<file path="src/rtl/up_down_sweep_ctrl_if.sv">
// Purpose: bundles the sweep controller's control, config, counter-feedback
//          and status signals.
// Ports:   master - drives start/stop/cfg_* and cnt_in, observes status
//          slave  - the controller side
interface up_down_sweep_ctrl_if #(
  parameter int unsigned WIDTH   = 8,
  parameter int unsigned SWEEP_W = 8
);
  logic               start;
  logic               stop;
  logic [WIDTH-1:0]   cfg_lo;
  logic [WIDTH-1:0]   cfg_hi;
  logic [SWEEP_W-1:0] cfg_n;
  logic [WIDTH-1:0]   cnt_in;
  logic               up_down;
  logic               cnt_reset;
  logic               busy;
  logic               done;
  logic               cfg_err;
  logic               fault;
  logic [SWEEP_W-1:0] sweeps;

  modport master (
    output start, stop, cfg_lo, cfg_hi, cfg_n, cnt_in,
    input  up_down, cnt_reset, busy, done, cfg_err, fault, sweeps
  );

  modport slave (
    input  start, stop, cfg_lo, cfg_hi, cfg_n, cnt_in,
    output up_down, cnt_reset, busy, done, cfg_err, fault, sweeps
  );
endinterface

</file>
<file path="src/rtl/up_down_sweep_ctrl.sv">
// Purpose: sequences an up/down counter through N triangle sweeps between LO
//          and HI, then parks it at 0. Shadows the expected counter value and
//          raises a sticky fault when the fed-back count diverges.
// Ports:   clk, reset (synchronous, active-high)
//          bus.slave: start/stop/cfg_lo/cfg_hi/cfg_n/cnt_in in;
//                     up_down/cnt_reset/busy/done/cfg_err/fault/sweeps out
module up_down_sweep_ctrl #(
  parameter int unsigned WIDTH   = 8,
  parameter int unsigned SWEEP_W = 8
) (
  input logic                 clk,
  input logic                 reset,
  up_down_sweep_ctrl_if.slave bus
);
  // One extra bit so cfg_lo+2 cannot overflow in the validity check.
  localparam int unsigned CMP_W = WIDTH + 1;

  typedef enum logic [1:0] {
    IDLE = 2'd0,
    UP   = 2'd1,
    DOWN = 2'd2
  } state_t;

  state_t             state_q, state_d;
  logic [WIDTH-1:0]   lo_q, lo_d;
  logic [WIDTH-1:0]   hi_q, hi_d;
  logic [SWEEP_W-1:0] n_q, n_d;
  logic [WIDTH-1:0]   exp_q, exp_d;
  logic [SWEEP_W-1:0] sweeps_q, sweeps_d;
  logic               up_down_q, up_down_d;
  logic               cnt_reset_q, cnt_reset_d;
  logic               busy_q, busy_d;
  logic               done_q, done_d;
  logic               cfg_err_q, cfg_err_d;
  logic               fault_q, fault_d;
  logic               cfg_ok;
  logic [SWEEP_W-1:0] sweeps_inc;
  logic [WIDTH-1:0]   exp_step;

  assign cfg_ok     = (CMP_W'(bus.cfg_hi) >= (CMP_W'(bus.cfg_lo) + CMP_W'(2)))
                      && (bus.cfg_n != '0);
  assign sweeps_inc = sweeps_q + SWEEP_W'(1);
  // Shadow follows the direction the counter was told to move this cycle.
  assign exp_step   = up_down_q ? (exp_q + WIDTH'(1)) : (exp_q - WIDTH'(1));

  // State and output registers.
  always_ff @(posedge clk) begin
    if (reset) begin
      state_q     <= IDLE;
      lo_q        <= '0;
      hi_q        <= '0;
      n_q         <= '0;
      exp_q       <= '0;
      sweeps_q    <= '0;
      up_down_q   <= 1'b1;
      cnt_reset_q <= 1'b1;
      busy_q      <= 1'b0;
      done_q      <= 1'b0;
      cfg_err_q   <= 1'b0;
      fault_q     <= 1'b0;
    end else begin
      state_q     <= state_d;
      lo_q        <= lo_d;
      hi_q        <= hi_d;
      n_q         <= n_d;
      exp_q       <= exp_d;
      sweeps_q    <= sweeps_d;
      up_down_q   <= up_down_d;
      cnt_reset_q <= cnt_reset_d;
      busy_q      <= busy_d;
      done_q      <= done_d;
      cfg_err_q   <= cfg_err_d;
      fault_q     <= fault_d;
    end
  end

  // Next-state and next-output logic.
  always_comb begin
    state_d     = state_q;
    lo_d        = lo_q;
    hi_d        = hi_q;
    n_d         = n_q;
    exp_d       = exp_q;
    sweeps_d    = sweeps_q;
    up_down_d   = up_down_q;
    cnt_reset_d = cnt_reset_q;
    busy_d      = busy_q;
    done_d      = 1'b0;
    cfg_err_d   = 1'b0;
    fault_d     = fault_q;

    if ((state_q != IDLE) && (bus.cnt_in != exp_q)) begin
      fault_d = 1'b1;
    end

    unique case (state_q)
      IDLE: begin
        exp_d       = '0;
        up_down_d   = 1'b1;
        cnt_reset_d = 1'b1;
        if (bus.start && !bus.stop) begin
          if (cfg_ok) begin
            lo_d        = bus.cfg_lo;
            hi_d        = bus.cfg_hi;
            n_d         = bus.cfg_n;
            sweeps_d    = '0;
            fault_d     = 1'b0;
            cnt_reset_d = 1'b0;
            busy_d      = 1'b1;
            state_d     = UP;
          end else begin
            cfg_err_d = 1'b1;
          end
        end
      end

      UP: begin
        exp_d = exp_step;
        if (bus.stop) begin
          state_d     = IDLE;
          cnt_reset_d = 1'b1;
          up_down_d   = 1'b1;
          busy_d      = 1'b0;
        end else if (bus.cnt_in == (hi_q - WIDTH'(1))) begin
          // Counter lands on HI this edge and then heads down.
          up_down_d = 1'b0;
          state_d   = DOWN;
        end
      end

      DOWN: begin
        exp_d = exp_step;
        if (bus.stop) begin
          state_d     = IDLE;
          cnt_reset_d = 1'b1;
          up_down_d   = 1'b1;
          busy_d      = 1'b0;
        end else if (bus.cnt_in == (lo_q + WIDTH'(1))) begin
          sweeps_d = sweeps_inc;
          if (sweeps_inc == n_q) begin
            // Counter shows LO for one cycle before the reset clears it.
            state_d     = IDLE;
            cnt_reset_d = 1'b1;
            up_down_d   = 1'b1;
            busy_d      = 1'b0;
            done_d      = 1'b1;
          end else begin
            up_down_d = 1'b1;
            state_d   = UP;
          end
        end
      end

      default: begin
        state_d     = IDLE;
        cnt_reset_d = 1'b1;
        up_down_d   = 1'b1;
        busy_d      = 1'b0;
      end
    endcase
  end

  assign bus.up_down   = up_down_q;
  assign bus.cnt_reset = cnt_reset_q;
  assign bus.busy      = busy_q;
  assign bus.done      = done_q;
  assign bus.cfg_err   = cfg_err_q;
  assign bus.fault     = fault_q;
  assign bus.sweeps    = sweeps_q;
endmodule
</file>
<file path="src/flat_wrapper.sv">
// flat-port wrapper written by rule: the top's interface ports become plain ports
module up_down_sweep_ctrl_flat 
#(
  parameter int unsigned WIDTH   = 8,
  parameter int unsigned SWEEP_W = 8
)
  (clk, reset, bus_start, bus_stop, bus_cfg_lo, bus_cfg_hi, bus_cfg_n, bus_cnt_in, bus_up_down, bus_cnt_reset, bus_busy, bus_done, bus_cfg_err, bus_fault, bus_sweeps);
  up_down_sweep_ctrl_if #(.WIDTH(WIDTH), .SWEEP_W(SWEEP_W)) bus_i ();
  input logic clk;
  input logic reset;
  input wire logic [$bits(bus_i.start)-1:0] bus_start;
  input wire logic [$bits(bus_i.stop)-1:0] bus_stop;
  input wire logic [$bits(bus_i.cfg_lo)-1:0] bus_cfg_lo;
  input wire logic [$bits(bus_i.cfg_hi)-1:0] bus_cfg_hi;
  input wire logic [$bits(bus_i.cfg_n)-1:0] bus_cfg_n;
  input wire logic [$bits(bus_i.cnt_in)-1:0] bus_cnt_in;
  output wire logic [$bits(bus_i.up_down)-1:0] bus_up_down;
  output wire logic [$bits(bus_i.cnt_reset)-1:0] bus_cnt_reset;
  output wire logic [$bits(bus_i.busy)-1:0] bus_busy;
  output wire logic [$bits(bus_i.done)-1:0] bus_done;
  output wire logic [$bits(bus_i.cfg_err)-1:0] bus_cfg_err;
  output wire logic [$bits(bus_i.fault)-1:0] bus_fault;
  output wire logic [$bits(bus_i.sweeps)-1:0] bus_sweeps;
  assign bus_i.start = bus_start;
  assign bus_i.stop = bus_stop;
  assign bus_i.cfg_lo = bus_cfg_lo;
  assign bus_i.cfg_hi = bus_cfg_hi;
  assign bus_i.cfg_n = bus_cfg_n;
  assign bus_i.cnt_in = bus_cnt_in;
  assign bus_up_down = bus_i.up_down;
  assign bus_cnt_reset = bus_i.cnt_reset;
  assign bus_busy = bus_i.busy;
  assign bus_done = bus_i.done;
  assign bus_cfg_err = bus_i.cfg_err;
  assign bus_fault = bus_i.fault;
  assign bus_sweeps = bus_i.sweeps;
  up_down_sweep_ctrl #(.WIDTH(WIDTH), .SWEEP_W(SWEEP_W)) u_core (.clk(clk), .reset(reset), .bus(bus_i));
endmodule
</file>
<file path="config.mk">
export PLATFORM = sky130hd
export DESIGN_NAME = up_down_sweep_ctrl_flat
export DESIGN_NICKNAME = d
export VERILOG_FILES = /design/src/rtl/up_down_sweep_ctrl_if.sv /design/src/rtl/up_down_sweep_ctrl.sv /design/src/flat_wrapper.sv
export SDC_FILE = /design/constraint.sdc
export NUM_CORES = 1
export LEC_CHECK = 0
export CORE_MARGIN = 10
export CORE_UTILIZATION = 55
export CTS_CLUSTER_DIAMETER = 30
export DETAILED_ROUTE_END_ITERATION = 6
export PLACE_DENSITY = 0.81
export SLEW_MARGIN = 20
export SYNTH_ARGS = -nofsm -noshare
export SYNTH_HDL_FRONTEND = slang
export SYNTH_SLANG_ARGS = --single-unit
</file>
<file path="constraint.sdc">
create_clock -name clk -period 3.7 [get_ports clk]
set_input_delay 0.74 -clock clk [delete_from_list [all_inputs] [get_ports clk]]
set_output_delay 0.74 -clock clk [all_outputs]
set_load 0.1 [all_outputs]
</file>
# --- Word-level counts from Yosys, hierarchy flattened ---
# Cells that the tools add are included.
classes:
  add_sub_neg: 6
  n_lt_le_gt_ge: 1
  eq_ne: 14
  n_mux: 39
  bitwise_logic: 4
  reduce_logical: 18
ops:
  columns: ["op", "count"]
  rows:
  - ["8-bit two-way mux", 5]
  - ["8-bit one-hot mux with 2 select lines", 2]
  - ["8-bit by 1-bit adder with 8-bit output (second input constant)", 3]
  - ["8-bit equality test", 3]
  - ["1-bit two-way mux", 22]
  - ["8-bit by 1-bit subtractor with 8-bit output (second input constant)", 2]
  - ["2-bit two-way mux", 6]
  - ["5-bit AND reduction", 2]
  - ["8-bit by 2-bit adder with 9-bit output (second input constant)", 1]
  - ["8-bit by 9-bit >= comparator with 1-bit output", 1]
  - ["3-bit by 2-bit != test with 1-bit output (second input constant)", 3]
  - ["8-bit != test", 1]
  - ["8-bit nonzero test", 1]
  - ["2-bit by 1-bit != test with 1-bit output (second input constant)", 3]
  - ["1-bit one-hot mux with 3 select lines", 2]
  - ["2-bit one-hot mux with 3 select lines", 1]
  - ["3-bit AND reduction", 2]
  - ["2-bit nonzero test", 3]
  - ["2-bit != test (second input constant)", 2]
  - ["1-bit NOT", 4]
  - ["4-bit AND reduction", 1]
  - ["4-bit OR reduction", 1]
  - ["1-bit logical AND", 3]
  - ["3-bit OR reduction", 1]
  - ["7 further kinds", 7]
totals:
  reg_bits: 48
  word_cells: 94

# --- Logic depth before layout (Yosys ltp) ---
depth:
  depth_word: 6
  mapped_depth: 13
  mapped_depth_nobuf: 12

# --- Least setup slack after synthesis ---
# No wires, ideal clock.
synth_path:
  kind: "register to register"
  start: "reg u_core.up_down_q (netlist: u_core.bus.up_down)"
  end: "reg u_core.exp_q[7]"
  arrival_time_ns: 3.062
  required_ns: 3.578
  slack_ns: 0.516
  path_stages_with_launch: 10
  n_path_buf: 0
  synth_period_minus_slack_ns: 3.184
  cell_sequence: "dfxtp_1 > inv_1 > ha_1 > a21o_1 > a21oi_1 > o21bai_1 > a2111oi_0 > nor3_1 > o21a_1 > a311o_1"
synth_between:
  elab_chain_len: 2
synth_rtl:
  columns: ["item", "line_no", "source"]
  rows:
  - ["start: declaration", "up_down_sweep_ctrl.sv:30", "logic up_down_q, up_down_d;"]
  - ["start signal: assignment", "up_down_sweep_ctrl.sv:68", "up_down_q <= up_down_d;"]
  - ["8-bit two-way mux", "up_down_sweep_ctrl.sv:44", "assign exp_step = up_down_q ? (exp_q + WIDTH'(1)) : (exp_q - WIDTH'(1));"]
  - ["8-bit one-hot mux with 2 select lines", "up_down_sweep_ctrl.sv:96", "unique case (state_q)"]
  - ["end signal: assignment", "up_down_sweep_ctrl.sv:66", "exp_q <= exp_d;"]
  - ["end: declaration", "up_down_sweep_ctrl.sv:28", "logic [WIDTH-1:0] exp_q, exp_d;"]
# No other way between the ends.
# A chain may end at the register's enable or synchronous reset.

# --- Final worst setup path ---
layout_path:
  start: "in bus_cfg_lo[1]"
  end: "reg u_core.sweeps_q[2] (netlist: u_core.bus.sweeps[2])"
layout_between:
  elab_chain_len: 5
layout_rtl:
  columns: ["item", "line_no", "source"]
  rows:
  - ["start: declaration", "flat_wrapper.sv:13", "input wire logic [$bits(bus_i.cfg_lo)-1:0] bus_cfg_lo;"]
  - ["8-bit by 2-bit adder with 9-bit output", "up_down_sweep_ctrl.sv:40", "assign cfg_ok = (CMP_W'(bus.cfg_hi) >= (CMP_W'(bus.cfg_lo) + CMP_W'(2)))"]
  - ["8-bit by 9-bit >= comparator with 1-bit output", "up_down_sweep_ctrl.sv:40", null]
  - ["1-bit logical AND", "up_down_sweep_ctrl.sv:41", "&& (bus.cfg_n != '0);"]
  - ["2-bit by 1-bit != test with 1-bit output (no line)", null, null]
  - ["5-bit AND reduction (no line)", null, null]
  - ["end signal: assignment", "up_down_sweep_ctrl.sv:67", "sweeps_q <= sweeps_d;"]
  - ["end: declaration", "up_down_sweep_ctrl.sv:29", "logic [SWEEP_W-1:0] sweeps_q, sweeps_d;"]
# No other way between the ends.

==> results.json <==
{
  "status": "complete, no violations",
  "cts_resized": 0,
  "skew_ns": 0.00692,
  "power.leakage_nw": 1.55,
  "cts_buffers": 5,
  "hold-path-cell-count": 2,
  "post-route-period-util_pct": 90.7,
  "cap_violations": 0,
  "root_buffer": "clkbuf_8",
  "hold_violations": 0,
  "path_class": "in2reg",
  "nets": 489,
  "register_area_um2": 961,
  "drtIter0Drc": 126,
  "clock_path_buffers": 2,
  "reg2reg_to": "u_core.exp_q[7]$_SDFFE_PP0P_",
  "place_hpwl_mm": 6.57,
  "start_util_pct": 57.0,
  "syn_area_per_cell_um2": 8.87,
  "clkLatencyLatePin_ns": 0.30,
  "ys_seq_elements": 48,
  "grt_pass1_wl_mm": 14.4,
  "drive_gt1_share_pct": 6.73,
  "rr_startpoint": "u_core.bus.up_down$_SDFFE_PP1P_",
  "worstSetupEndpoint": "u_core.bus.sweeps[2]$_SDFFE_PP0P_",
  "rows": 28,
  "syn-num-nets": 444,
  "ys.flop_type": "dfxtp_1",
  "period_needed_ns": 3.35,
  "slew_headroom_pct": 34.6,
  "maxClockFrequency_mhz": 298,
  "grt_start_max_net_pins": 43,
  "die_h_um": 98.8,
  "wl_per_cell_um": 16.7,
  "gr-total-overflow": 0,
  "cp.arrival_ns": 3.61,
  "cts.sinks": 48,
  "globalplace.congestion": 0.865,
  "cts.clk_slew.worst_paths_ns": 0.09,
  "yosysTopAreaCellShare_pct": 28.1,
  "multi_input_area_um2": 2350,
  "wirelength_mm": 8.45,
  "worst-path-max-fanout": 7,
  "ys_seq_area_share_pct": 28.1,
  "irDropWorstVdd_mv": 0.252,
  "cts_tree": "done",
  "synth_cell_type_count": 63,
  "die_area_um2": 9760,
  "worst_pin_slew_ns": 0.977,
  "drc": 0,
  "grt_usage_pct": 17.2,
  "startpoint_type": "input pin",
  "dr.pass1.iters": 4,
  "die_x_um": 98.8,
  "startpoint": "bus_cfg_lo[1]",
  "areaGrowthSynthToFinish_pct": 19.3,
  "setup_violations": 0,
  "powerDensity_nw_per_um2": 349,
  "synth_edf_count": 0,
  "num_vias": 3089,
  "min_path_type": "reg2reg",
  "ys.warnings.count": 0,
  "antenna_found_initial": 0,
  "grt_pass1_vias": 2987,
  "core_region_area_um2": 5990,
  "syn_inst": 385,
  "synth_area_leaders": "dfxtp_1 (28%), ha_1 (8.1%), mux2i_1 (7.0%)",
  "antenna_left": 0,
  "rsz0062_at_grt": "false",
  "synth_top_cell_by_area": "dfxtp_1",
  "cts-htree-levels": 2,
  "drv_slew": 0,
  "whs_ns": 0.502,
  "synthArstFlopShare_pct": 0,
  "tns_ns": 0,
  "pin_count": 50,
  "crit_path_end_kind": "flop",
  "min_from": "u_core.bus.busy$_SDFFE_PP0P_",
  "nFillCells": 477,
  "r2r_cells": 9,
  "worst-r2r-setup-slack_ns": 1.14,
  "postCtsSetupBuffers": 0,
  "avgViaCountPerCell": 6.10,
  "cts-hold-fix-buffers": 0,
  "syn_area_um2": 3410,
  "cp_data_required_time_ns": 3.95,
  "io_buffers": 49,
  "n_antenna_cell": 0
}
metrics by stage:
stage	utilization [%]	instance area, um2	setup slack, ns	cells	power [W]
after global placement	66.2	3970	0.172	498	0.00104
after floorplan	-	3410	0.516	385	0.000920
after CTS	68.0	4080	0.362	506	0.00142
after global routing	68.0	4080	0.131	506	0.00149
after detailed placement	66.2	3970	0.105	498	0.00105
final	68.0	4080	0.345	506	0.00142
cell usage in the layout (no fill, tap or decap), types with 3 or more instances in the layout:
cell,netlist,layout
and4_1,5,5
xnor2_1,25,25
mux2i_1,24,24
o2111ai_1,3,3
nand2_1,23,23
dfxtp_1,48,48
a22o_1,3,3
xor2_1,22,22
and3_1,3,3
a21o_1,6,6
a31oi_1,5,5
clkdlybuf4s50_1,0,49
o311ai_1,3,3
a211oi_1,4,4
o21ai_0,4,4
o21a_1,4,4
o211ai_1,4,4
nand3b_1,3,3
ha_1,22,22
a21oi_1,13,13
o41ai_2,3,3
nor3_1,9,9
nor4_1,11,10
a22oi_1,4,4
nand4_1,5,5
buf_4,0,3
clkbuf_8,0,5
nand2b_1,10,10
inv_1,11,11
nor2_1,40,40
nand3_1,13,13
nor2b_1,4,4
Yosys cell counts (all sizes together) (11+ instances only):
library cell,instances
a21oi,13
dfxtp,48
ha,22
inv,11
mux2i,24
nand2,24
nand3,13
nor2,41
nor4,12
xnor2,27
xor2,22
where the power goes:
part | internal (W) | leakage, nW | switching (W) | total [W]
clock | 0.000201 | 0.0552 | 0.000174 | 0.000375
combinational | 0.000196 | 1.10 | 0.000271 | 0.000467
sequential | 0.000544 | 0.388 | 0.0000343 | 0.000579
layout make-up:
type,count,share of cell area (%)
Multi-Input combinational cell,311,57.8
Clock inverter,2,0.860
Clock buffer,6,1.78
Tap cell,75,2.30
Timing Repair Buffer,52,12.6
Inverter,12,1.11
Sequential cell,48,23.6
registers in the layout, indices dropped and copies added (netlist names), 2 cells and up:
name / count
u_core.bus.sweeps: 8
u_core.exp_q: 8
u_core.hi_q: 8
u_core.lo_q: 8
u_core.n_q: 8
u_core.state_q: 2
critical path: stages:
cell	delay (ns)
clkdlybuf4s50_1	0.49
ha_1	0.31
inv_1	0.04
ha_1	0.28
nand2_1	0.05
o21ai_0	0.16
a31oi_1	0.19
o41a_1	0.45
nand4bb_1	0.42
nor3b_1	0.36
a21o_1	0.12
cells by family after synthesis:
kind of cell    Yosys count  synth area share [%]
buf+inv                  26                  3.08
simple gates            140                  22.3
flops                    48                  28.1
xor+xnor                 49                  13.0
compound gates           75                  17.8
mux                      24                  7.04
fa+ha+maj                23                  8.65
routing by layer:
| layer | part of all wire, % | vias up | GRT usage [%] |
|---|---|---|---|
| met5 | 0 | - | 0 |
| met4 | 2.4 | 0 | 5.84 |
| met3 | 5.5 | 22 | 3.63 |
| met2 | 47 | 87 | 28.4 |
| met1 | 45 | 1472 | 21.7 |
| li1 | - | 1508 | - |
how the worst min path moves through the flow:
stage / end / slack (ns)
global placement: u_core.bus.busy$_SDFFE_PP0P_ / 0.47
finish: u_core.bus.busy$_SDFFE_PP0P_ / 0.50
floorplan: u_core.exp_q[5]$_SDFFE_PP0P_ / 0.47
detailed placement: u_core.bus.busy$_SDFFE_PP0P_ / 0.49
CTS: u_core.bus.busy$_SDFFE_PP0P_ / 0.50
global route: u_core.exp_q[5]$_SDFFE_PP0P_ / 0.54
Power figures use the tool's default switching activity.
